<file path="src/rtl/issue_control_unit.sv">
// issue_control_unit: issue stage between decode and the INT/BRU/LSU/VEC units.
// One registered issue slot with per-unit valid/ready dispatch, a RUN/HALT/EXCEPT
// sequencer for fetch halts, and an optional register scoreboard.
// Optional feature macro: CORE101_SCOREBOARD_EN (busy bits + hazard check).
//
// Handshakes: a transfer happens on a rising edge where valid and ready are both
// high; valid never depends on ready, and the payload is held stable while valid
// is high and ready is low.
module issue_control_unit #(
   parameter int HALT_CNT_W = 4
) (
   input  logic                  clock_in,
   input  logic                  reset_in,
   input  logic                  dec_valid_in,
   output logic                  dec_ready_out,
   input  logic [2:0]            dec_exec_sel_in,
   input  logic [3:0]            dec_uop_in,
   input  logic [4:0]            dec_rd_in,
   input  logic [4:0]            dec_rs1_in,
   input  logic [4:0]            dec_rs2_in,
   input  logic                  dec_rd_we_in,
   input  logic                  dec_pc_mux_sel_in,
   input  logic                  dec_imm_mux_sel_in,
   input  logic                  dec_halt_in,
   input  logic [HALT_CNT_W-1:0] dec_halt_count_in,
   output logic [3:0]            issue_valid_out,
   input  logic [3:0]            issue_ready_in,
   output logic [3:0]            issue_uop_out,
   output logic [4:0]            issue_rd_out,
   output logic                  issue_pc_mux_sel_out,
   output logic                  issue_imm_mux_sel_out,
   input  logic                  wb_valid_in,
   input  logic [4:0]            wb_rd_in,
   output logic                  ifu_halt_out,
   output logic                  exception_out,
   input  logic                  exception_clear_in,
   output logic [1:0]            dbg_state
);

   typedef enum logic [1:0] {ST_RUN = 2'd0, ST_HALT = 2'd1, ST_EXCEPT = 2'd2} state_t;

   state_t                state_q, state_d;
   logic [HALT_CNT_W-1:0] cnt_q, cnt_d;
   logic                  slot_valid_q;
   logic [3:0]            slot_unit_q;
   logic [3:0]            unit_oh;
   logic                  fire, free, hazard;
   logic                  accept, accept_ok, accept_bad;

   // Translate the decode unit code into the one-hot issue lane; zero = invalid.
   always_comb begin
      unit_oh = 4'b0000;
      case (dec_exec_sel_in)
         3'b001:  unit_oh = 4'b0001;
         3'b011:  unit_oh = 4'b0010;
         3'b010:  unit_oh = 4'b0100;
         3'b100:  unit_oh = 4'b1000;
         default: unit_oh = 4'b0000;
      endcase
   end

   assign issue_valid_out = slot_valid_q ? slot_unit_q : 4'b0000;
   assign fire            = |(issue_valid_out & issue_ready_in);
   assign free            = !slot_valid_q | fire;

   // Gated by reset_in so the combinational outputs read 0 while reset is held.
   assign dec_ready_out = reset_in & (state_q == ST_RUN) & free & !hazard;
   assign accept        = dec_valid_in & dec_ready_out;
   assign accept_ok     = accept & (unit_oh != 4'b0000);
   assign accept_bad    = accept & (unit_oh == 4'b0000);

   assign ifu_halt_out  = reset_in & ((state_q != ST_RUN) | (dec_valid_in & !dec_ready_out));
   assign exception_out = (state_q == ST_EXCEPT);
   assign dbg_state     = state_q;

`ifdef CORE101_SCOREBOARD_EN
   logic [31:0] busy_q;
   logic [31:0] busy_eff;

   // Busy view used for the hazard check: a register completing this cycle is free.
   always_comb begin
      busy_eff = busy_q;
      if (wb_valid_in) busy_eff[wb_rd_in] = 1'b0;
      busy_eff[0] = 1'b0;
   end

   assign hazard = busy_eff[dec_rs1_in] | busy_eff[dec_rs2_in] |
                   (dec_rd_we_in & busy_eff[dec_rd_in]);

   // Scoreboard update: writeback clears first, a new writer sets last so it wins.
   always_ff @(posedge clock_in) begin
      if (!reset_in) begin
         busy_q <= '0;
      end else begin
         if (wb_valid_in && (wb_rd_in != 5'd0)) busy_q[wb_rd_in] <= 1'b0;
         if (accept_ok && dec_rd_we_in && (dec_rd_in != 5'd0)) busy_q[dec_rd_in] <= 1'b1;
      end
   end
`else
   logic unused_sb;
   assign unused_sb = ^{wb_valid_in, wb_rd_in, dec_rs1_in, dec_rs2_in, dec_rd_we_in};
   assign hazard    = 1'b0;
`endif

   // Issue slot: load on a valid accept, empty on a completed dispatch, else hold.
   always_ff @(posedge clock_in) begin
      if (!reset_in) begin
         slot_valid_q          <= 1'b0;
         slot_unit_q           <= 4'b0000;
         issue_uop_out         <= 4'b0000;
         issue_rd_out          <= 5'd0;
         issue_pc_mux_sel_out  <= 1'b0;
         issue_imm_mux_sel_out <= 1'b0;
      end else if (accept_ok) begin
         slot_valid_q          <= 1'b1;
         slot_unit_q           <= unit_oh;
         issue_uop_out         <= dec_uop_in;
         issue_rd_out          <= dec_rd_in;
         issue_pc_mux_sel_out  <= dec_pc_mux_sel_in;
         issue_imm_mux_sel_out <= dec_imm_mux_sel_in;
      end else if (fire) begin
         slot_valid_q          <= 1'b0;
      end
   end

   // Sequencer state register.
   always_ff @(posedge clock_in) begin
      if (!reset_in) begin
         state_q <= ST_RUN;
         cnt_q   <= '0;
      end else begin
         state_q <= state_d;
         cnt_q   <= cnt_d;
      end
   end

   // Sequencer next state: branch halts count down, bad unit codes park in EXCEPT.
   always_comb begin
      state_d = state_q;
      cnt_d   = cnt_q;
      case (state_q)
         ST_RUN: begin
            if (accept_bad) begin
               state_d = ST_EXCEPT;
            end else if (accept_ok && dec_halt_in) begin
               state_d = ST_HALT;
               cnt_d   = dec_halt_count_in;
            end
         end
         ST_HALT: begin
            if (cnt_q == '0) state_d = ST_RUN;
            else             cnt_d   = cnt_q - 1'b1;
         end
         ST_EXCEPT: begin
            if (exception_clear_in) state_d = ST_RUN;
         end
         default: state_d = ST_RUN;
      endcase
   end

endmodule

</file>
<file path="config.mk">
export PLATFORM = sky130hd
export DESIGN_NAME = issue_control_unit
export DESIGN_NICKNAME = d
export VERILOG_FILES = /design/src/rtl/issue_control_unit.sv
export SDC_FILE = /design/constraint.sdc
export NUM_CORES = 1
export LEC_CHECK = 0
export ABC_CLOCK_PERIOD_IN_PS = 2100
export CORE_MARGIN = 8
export CORE_UTILIZATION = 36
export CTS_CLUSTER_DIAMETER = 80
export CTS_CLUSTER_SIZE = 24
export DETAILED_ROUTE_END_ITERATION = 16
export PLACE_DENSITY = 0.8
export SYNTH_ARGS = -nofsm -noshare
export SYNTH_HDL_FRONTEND = slang
export SYNTH_SLANG_ARGS = --single-unit
export TNS_END_PERCENT = 5
</file>
<file path="constraint.sdc">
create_clock -name clock_in -period 2.1 [get_ports clock_in]
set_clock_uncertainty 0.1 [all_clocks]
set_input_delay 0.21 -clock clock_in [delete_from_list [all_inputs] [get_ports clock_in]]
set_output_delay 0.21 -clock clock_in [all_outputs]
set_load 0.05 [all_outputs]
</file>
==> flow_summary.ini, run 1 <==
[outcome]
status = finished, violations left
violations = setup timing

[power_and_ir_drop]
p_clk_share_pct = 24.0
power_density_nw_per_um2 = 544
total_leakage_power_nw = 0.759
switchingPower_w = 0.000289
p_seq_share_pct = 46.1
p_int_w = 0.000683
swShare_pct = 29.8
p_comb_share_pct = 29.9
peakVddDrop_mv = 0.583
fin_total_pwr_w = 0.000972

[synth]
synth_top_area_share_pct = 41.7
synth_cell_type_count = 33
yosys_warnings = 0
synth_area_um2 = 1060
async_flop_share_pct = 0
ys_ff_latch = 22
postSynthCellCount = 118
syn_nets = 163
synth-edff-count = 0
syn_avg_cell_area_um2 = 8.96
synth_top_area_cell = dfxtp_1
synthTopCellsByArea = dfxtp_1 (42%), mux2i_1 (13%), nor2_1 (6.7%)
ys.flop_type = dfxtp_1
ys_seq_area_share_pct = 41.7

[sta]
fmax_mhz = 472
period_share_pct = 101
relSlewSlack_pct = 52.3
min_period_ps = 2120
tightest_slew_ps = 713
setup_viol = 1
layout_setup_ws_ps = -17.4
rsz0062_at_grt = true
final_hold_viol_count = 0
maxSlewViolCount = 0

[setup_path]
cp-endpoint = ifu_halt_out
reg2reg_from = slot_unit_q[3]
cp.arrival_ps = 1810
r2r_cells = 6
worstSetupStartpointType = flip-flop
cp_data_required_time_ps = 1790
critPathCaptureType = output pin
r2r_slack_ps = 80
criticalPathCategory = reg -> out
r2r-end = issue_uop_out[1]
cp_max_fo = 2
critPathLaunch = slot_unit_q[0]

[clock_tree]
cts_root_buf = clkbuf_4
cts_buffer_depth = 2
hold_buffers = 0
cts_tree = done
cts.sink_count = 22
htree_levels = 1
worstSkewPairLatency_ps = 310
cts-buffers-inserted = 3
clk_pin_slew_worst_paths_ps = 120

[hold_path]
hp-class = in -> reg

[routing]
wire_per_inst_um = 15.1
drc_errors = 0
dr.pass1.iters = 4
antenna_left = 0
viasPerCell = 5.19
via_count = 1111
dr.first_iter.drc_count = 39
drt_wl_total_um = 3240

[global_routing]
grt_start_max_net_pins = 19
grt_pass1_wl_um = 5390
grt-ovfl-total = 0
grt_pass1_vias = 1182
antenna_found_initial = 0
grtUsageTotal_pct = 12.9

[finish]
post-route-util_pct = 64.3
multi_input_area_um2 = 618
regArea_um2 = 442
n_fill_cell = 230
fin_nets = 229
area_growth_pct = 69.1
drive_gt1_share_pct = 18.6
n_antenna_cell = 0

[place]
io_buffers = 46
dp_hpwl_um = 2510
place.gp.congestion = 0.812

[floorplan]
core_um2 = 2780
die-area_um2 = 4930
top_level_ports = 64
die_x_um = 70.2
initial_core_util_pct = 38.0
fp-row-count = 19
die_y_um = 70.2

[flow_run]
cap_violations = 0
registers in the layout, summed over array words and instances, names as in the netlist:
| name | count |
|---|---|
| issue_imm_mux_sel_out | 1 |
| dbg_state | 2 |
| slot_valid_q | 1 |
| slot_unit_q | 4 |
| issue_pc_mux_sel_out | 1 |
| issue_rd_out | 5 |
| issue_uop_out | 4 |
| cnt_q | 4 |
synth_stat cells, types with 2 or more instances:
cell type	n
o311ai_0	2
nor2b_1	3
nand2_1	10
mux2i_1	14
a21oi_1	7
and2_1	5
o21ai_0	2
nand3_1	2
nand2b_1	3
clkbuf_1	2
dfxtp_1	22
o21ai_1	3
nor2_1	19
inv_1	5
power by group through the flow:
stage / clock network, W / logic [W] / registers, W
after global placement: 0 / 0.000265 / 0.000455
after floorplan: 0 / 0.000103 / 0.000491
after CTS: 0.000237 / 0.000280 / 0.000447
after detailed placement: 0 / 0.000272 / 0.000456
after global routing: 0.000254 / 0.000311 / 0.000451
final: 0.000233 / 0.000291 / 0.000448
cell families (layout without fill, tap and decap cells):
group,count (synthesis),in the layout,share of synthesized area (%)
AOI/OAI and AO/OA,24,24,17.4
xor gates and xnor gates,1,1,0.829
adders and majority gates,1,1,1.18
buffers and inverters,9,74,4.26
DFF,22,22,41.7
muxes,14,14,13.3
and+or+nand+nor,47,47,21.4
metrics by stage:
step / hold WS [ps] / TNS [ps] / instances / setup WS, ps / cell area (um^2)
floorplan: 204 / -70.5 / 118 / -70.5 / 1060
global placement: 370 / -3870 / 206 / -317 / 1670
detailed placement: 386 / -5220 / 206 / -434 / 1670
CTS: 358 / -21.6 / 211 / -21.6 / 1730
global route: 370 / -264 / 214 / -89.1 / 1790
finish: 359 / -17.4 / 214 / -17.4 / 1790
layout by cell type (no fill, tap or decap), types with 4 or more instances in the layout:
cell type        Yosys  layout
nand2_1             10       9
and2_1               5       5
buf_4                1      19
nor2_1              19      19
dfxtp_1             22      21
clkdlybuf4s50_1      0      39
a21oi_1              7       6
dlymetal6s2s_1       0       4
inv_1                5       5
mux2i_1             14      14
repair_timing:
item / in CTS / in global routing
resized for setup: 5 / 10
pin swaps: 3 / 3
setup endpoints to repair: 12 / 5
setup buffers: 1 / 3
worst min path at each step:
| stage | start | end | cells after the start |
|---|---|---|---|
| floorplan | dec_exec_sel_in[2] | slot_unit_q[2] | 1 |
| global placement | issue_uop_out[3] | issue_uop_out[3] | 2 |
| detailed placement | issue_imm_mux_sel_out | issue_imm_mux_sel_out | 2 |
| CTS | dec_halt_count_in[0] | cnt_q[0] | 3 |
| global route | dec_halt_count_in[0] | cnt_q[0] | 3 |
| finish | dec_halt_count_in[0] | cnt_q[0] | 3 |
layer usage:
layer  GRT usage [%]  vias to the layer above  routed length [um]
met5               0                        -                   0
met4            2.46                        0                  34
met1            13.8                      513                1330
li1                -                      547                   -
met2            22.5                       47                1600
met3            5.93                        4                 273
critical path, cell delays in order (launching register included):
cell	delay, ps
dfxtp_2	340
a222oi_1	410
and3_4	280
buf_6	110
nand2_4	50
a21oi_4	160
buf_12	150
final cells by class:
type | count | area share (%)
sequential | 22 | 24.7
tap | 31 | 2.17
inverter | 5 | 1.05
timing repair buffer | 65 | 35.5
multi-input combinational | 87 | 34.6
clock buffer | 4 | 2.03
Note: power is estimated with default switching activity, not from simulation.
==> run 2: changes to the inputs <==
--- a/config.mk
+++ b/config.mk
@@ -5,13 +5,14 @@
 export SDC_FILE = /design/constraint.sdc
 export NUM_CORES = 1
 export LEC_CHECK = 0
-export ABC_CLOCK_PERIOD_IN_PS = 2100
-export CORE_MARGIN = 8
+export ABC_CLOCK_PERIOD_IN_PS = 2200
+export CORE_MARGIN = 4
 export CORE_UTILIZATION = 36
 export CTS_CLUSTER_DIAMETER = 80
 export CTS_CLUSTER_SIZE = 24
 export DETAILED_ROUTE_END_ITERATION = 16
 export PLACE_DENSITY = 0.8
+export RECOVER_POWER = 25
 export SYNTH_ARGS = -nofsm -noshare
 export SYNTH_HDL_FRONTEND = slang
 export SYNTH_SLANG_ARGS = --single-unit
==> constraint.sdc (replaced) <==
create_clock -name clock_in -period 2.2 [get_ports clock_in]
set_clock_uncertainty 0.1 [all_clocks]
set_input_delay 0.22 -clock clock_in [delete_from_list [all_inputs] [get_ports clock_in]]
set_output_delay 0.22 -clock clock_in [all_outputs]
set_load 0.05 [all_outputs]
==> flow_summary.ini, run 2 (same netlist as run 1, synthesis figures left out) <==
[outcome]
status = completed

[finish]
top_register = issue_rd_out
final_common_cell = clkdlybuf4s50_1
regArea_um2 = 442
final_cell_mix = clkdlybuf4s50_1 (43), dfxtp_1 (21), nor2_1 (19), mux2i_1 (14), buf_4 (14)
fin_nets = 225
n_fill_cell = 245
post-route-util_pct = 62.1
multi_input_area_um2 = 593
drive_gt1_share_pct = 15.6
area_growth_pct = 63.4
final_area_um2 = 1730
largest_register_ffs = 5
n_antenna_cell = 0

[power_and_ir_drop]
peakVddDrop_mv = 0.387
switchingPower_w = 0.000269
p_seq_share_pct = 46.9
p_clk_share_pct = 24.5
p_comb_share_pct = 28.6
total_leakage_power_nw = 0.667
power_density_nw_per_um2 = 529
p_int_w = 0.000645
fin_total_pwr_w = 0.000914
swShare_pct = 29.4

[clock_tree]
cts-buffers-inserted = 3
cts.sink_count = 22
cts_buffer_depth = 2
clk_pin_slew_worst_paths_ps = 120
cts_root_buf = clkbuf_4
htree_levels = 1
cts_tree = done
worstSkewPairLatency_ps = 300

[place]
io_buffers = 46
placedInstanceArea_um2 = 1660
place_ws_ps = -283
place.gp.congestion = 0.832
dp_hpwl_um = 2300

[sta]
maxSlewViolCount = 0
final_hold_viol_count = 0
finalSetupTns_ps = 0
fmax_mhz = 457
relSlewSlack_pct = 53.8
tightest_slew_ps = 690
min_period_ps = 2190
layout_setup_ws_ps = 13.3
rsz0062_at_grt = true
period_share_pct = 99.4
setup_viol = 0

[setup_path]
cp_num_buf_inv = 2
cp_data_required_time_ps = 1880
criticalPathCategory = reg -> out
slowest_stage = a222oi_1
worstSetupStartpointType = flip-flop
r2r_cells = 7
cp_max_fo = 4
critPathCaptureType = output pin
r2r_slack_ps = 230
cp.arrival_ps = 1870
worst-path-stages = 6
r2r-end = slot_unit_q[0]
reg2reg_from = slot_unit_q[0]
cp-endpoint = ifu_halt_out
critPathLaunch = slot_unit_q[0]
worstPathCellList = a222oi_1, and3_4, buf_6, nand2_1, a21oi_2, buf_12
slowest_delay_ps = 400
cp_top_family = compound AO/OA/AOI/OAI gates

[floorplan]
fp-row-count = 19
core_um2 = 2780
die_y_um = 62.2
die-area_um2 = 3870
initial_core_util_pct = 38.0
die_x_um = 62.2
top_level_ports = 64

[hold_path]
worstHoldStart = dec_halt_count_in[0]
hp-class = in -> reg

[routing]
via_count = 1097
drc_errors = 0
antenna_left = 0
wire_per_inst_um = 13.7
dr.pass1.iters = 4
drt_wl_total_um = 2870
dr.first_iter.drc_count = 36
viasPerCell = 5.22

[global_routing]
met3_usage_pct = 4.86
busiest_layer = met2
grt_pass1_vias = 1109
antenna_found_initial = 0
grtUsageTotal_pct = 14.8
grt_start_max_net_pins = 20
grt-ovfl-total = 0
grt_pass1_wl_um = 4810
met2_usage_pct = 25.0
met1_usage_pct = 17.2

[flow_run]
cap_violations = 0
run 2: worst min path at each step:
stage | to | slack [ps] | cells past startpoint
after CTS | cnt_q[0] | 370 | 3
after detailed placement | issue_uop_out[3] | 380 | 2
final | cnt_q[0] | 380 | 3
after global routing | cnt_q[0] | 380 | 3
after floorplan | slot_unit_q[2] | 210 | 1
after global placement | issue_rd_out[2] | 370 | 2
run 2: worst min-delay path: stages:
cell and delay, ps:
clkdlybuf4s50_1 400, nand3_1 70, a21oi_1 60
run 2: what timing repair did:
action,CTS,global route
pin swaps,3,1
hold endpoints to repair,0,0
hold buffers,0,0
resized for setup,3,4
setup endpoints to repair,3,14
setup buffers,1,0
run 2: per-layer routing:
metal / vias up / part of all wire [%] / wire, um
li1: 548 / - / -
met1: 510 / 43 / 1250
met2: 35 / 48 / 1380
met3: 4 / 7.4 / 212
met4: 0 / 1.0 / 29
met5: - / 0 / 0
run 2: final cells by class:
cell class,count,share of cell area (%)
Timing Repair Buffer,61,34.7
Multi-Input combinational cell,87,34.3
Sequential cell,22,25.6
Tap cell,31,2.24
Clock buffer,4,2.10
Inverter,5,1.09
run 2: power by group through the flow:
stage | clock (W) | combinational [W] | sequential, W
after floorplan | 0 | 0.0000978 | 0.000469
after global placement | 0 | 0.000250 | 0.000437
after detailed placement | 0 | 0.000256 | 0.000438
after CTS | 0.000229 | 0.000260 | 0.000429
after global routing | 0.000247 | 0.000278 | 0.000432
final | 0.000224 | 0.000261 | 0.000429
run 2: stage by stage:
| stage | instances | hold slack (ps) |
|---|---|---|
| finish | 210 | 377 |
| global route | 210 | 376 |
| CTS | 210 | 367 |
| detailed placement | 205 | 385 |
| global placement | 205 | 373 |
| floorplan | 118 | 214 |
==> run 3: changes to the inputs <==
--- a/config.mk
+++ b/config.mk
@@ -11,6 +11,7 @@
 export CTS_CLUSTER_DIAMETER = 80
 export CTS_CLUSTER_SIZE = 24
 export DETAILED_ROUTE_END_ITERATION = 16
+export MAX_ROUTING_LAYER = met4
 export PLACE_DENSITY = 0.8
 export RECOVER_POWER = 25
 export SYNTH_ARGS = -nofsm -noshare
==> flow_summary.ini, run 3 (same netlist as run 1, synthesis figures left out) <==
[outcome]
status = completed

[place]
io_buffers = 46
placed_cells = 205
place_ws_ps = -283
place.gp.congestion = 0.845
dp_hpwl_um = 2300

[finish]
top_register = issue_rd_out
final_common_cell = clkdlybuf4s50_1
n_antenna_cell = 0
final_cell_mix = clkdlybuf4s50_1 (43), dfxtp_1 (21), nor2_1 (19), mux2i_1 (14), buf_4 (14)
stdcell_count = 210
drive_gt1_share_pct = 15.6
largest_register_ffs = 5
fin_nets = 225
area_growth_pct = 63.4

[clock_tree]
cts_root_buf = clkbuf_4
hold_buffers = 0
cts.sink_count = 22
clk_pin_slew_worst_paths_ps = 120
htree_levels = 1
worstSkewPairLatency_ps = 300
cts_tree = done
cts_buffer_depth = 2
cts-buffers-inserted = 3

[sta]
layout_setup_ws_ps = 13.3
final_hold_viol_count = 0
setup_viol = 0
period_share_pct = 99.4
min_period_ps = 2190
tightest_slew_ps = 689
fmax_mhz = 457
holdWs_ps = 377
maxSlewViolCount = 0
finalSetupTns_ps = 0
relSlewSlack_pct = 53.9
rsz0062_at_grt = true

[setup_path]
worstPathCellList = a222oi_1, and3_4, buf_6, nand2_1, a21oi_2, buf_12
cp_max_fo = 4
cp_data_required_time_ps = 1880
worstSetupStartpointType = flip-flop
slowest_stage = a222oi_1
critPathCaptureType = output pin
criticalPathCategory = reg -> out
cp.arrival_ps = 1870
slowest_delay_ps = 400

[routing]
viasPerCell = 5.22
antenna_left = 0
drt_wl_total_um = 2870
dr.first_iter.drc_count = 36
dr.pass1.iters = 4
wire_per_inst_um = 13.7
via_count = 1097
drc_errors = 0

[floorplan]
die-area_um2 = 3870
core_um2 = 2780
die_y_um = 62.2
top_level_ports = 64
initial_core_util_pct = 38.0
fp-row-count = 19
die_x_um = 62.2

[global_routing]
grt_start_max_net_pins = 20
grtUsageTotal_pct = 15.3
grt_pass1_wl_um = 4810
grt-ovfl-total = 0
antenna_found_initial = 0
grt_pass1_vias = 1109

[flow_run]
cap_violations = 0

[hold_path]
hp-class = in -> reg

[power_and_ir_drop]
total_leakage_power_nw = 0.667
power_density_nw_per_um2 = 529
peakVddDrop_mv = 0.386
==> run 3: cell counts in the layout (fill, tap and decap cells not counted) <==
No cell type changed its count.
==> run 3: what timing repair did <==
action / in CTS / in global routing
pin swaps: 3 / 1
setup endpoints to repair: 3 / 14
gates resized for setup: 3 / 4
buffers inserted: 1 / 0
==> run 3: stage by stage <==
step	power (W)	util [%]	instance area (um^2)
2_1_floorplan	0.000567	-	1060
3_3_place_gp	0.000688	59.7	1660
3_5_place_dp	0.000693	59.7	1660
4_1_cts	0.000919	61.6	1710
5_1_grt	0.000957	62.1	1730
6_report	0.000914	62.1	1730
==> run 3: routing by layer <==
metal,track usage [%],vias to the layer above,share of wire [%]
met3,3.78,4,6.1
met1,17.9,509,45
met2,25.0,35,48
met5,-,-,0
met4,5.69,0,1.0
li1,-,549,-
==> run 3: area by class of cell <==
cell class	count	area [um^2]
Multi-Input combinational cell	87	593
Clock buffer	4	36.3
Fill cell	245	1050
Inverter	5	18.8
Sequential cell	22	442
Tap cell	31	38.8
Timing Repair Buffer	61	599
==> run 3: path summary, 6_finish.rpt <==
kind                             start        endpoint  slack [ps]  cells after the start
setup / recovery        slot_unit_q[0]    ifu_halt_out          10                      6
hold / removal    dec_halt_count_in[0]        cnt_q[0]         380                      3
setup reg to reg        slot_unit_q[0]  slot_unit_q[0]         230                      7
hold reg to reg               cnt_q[2]        cnt_q[2]         400                      2
==> run 3: where the power goes <==
group          total, W  switching [W]  internal, W
sequential     0.000429      0.0000141     0.000415
combinational  0.000261       0.000132     0.000129
clock          0.000224       0.000123     0.000101
==> run 3: critical path: cells and delay by family (launching register included) <==
kind,cells,cell delay (ps)
compound gates,2,570
flops,1,360
simple gates,2,350
buf+inv,2,270
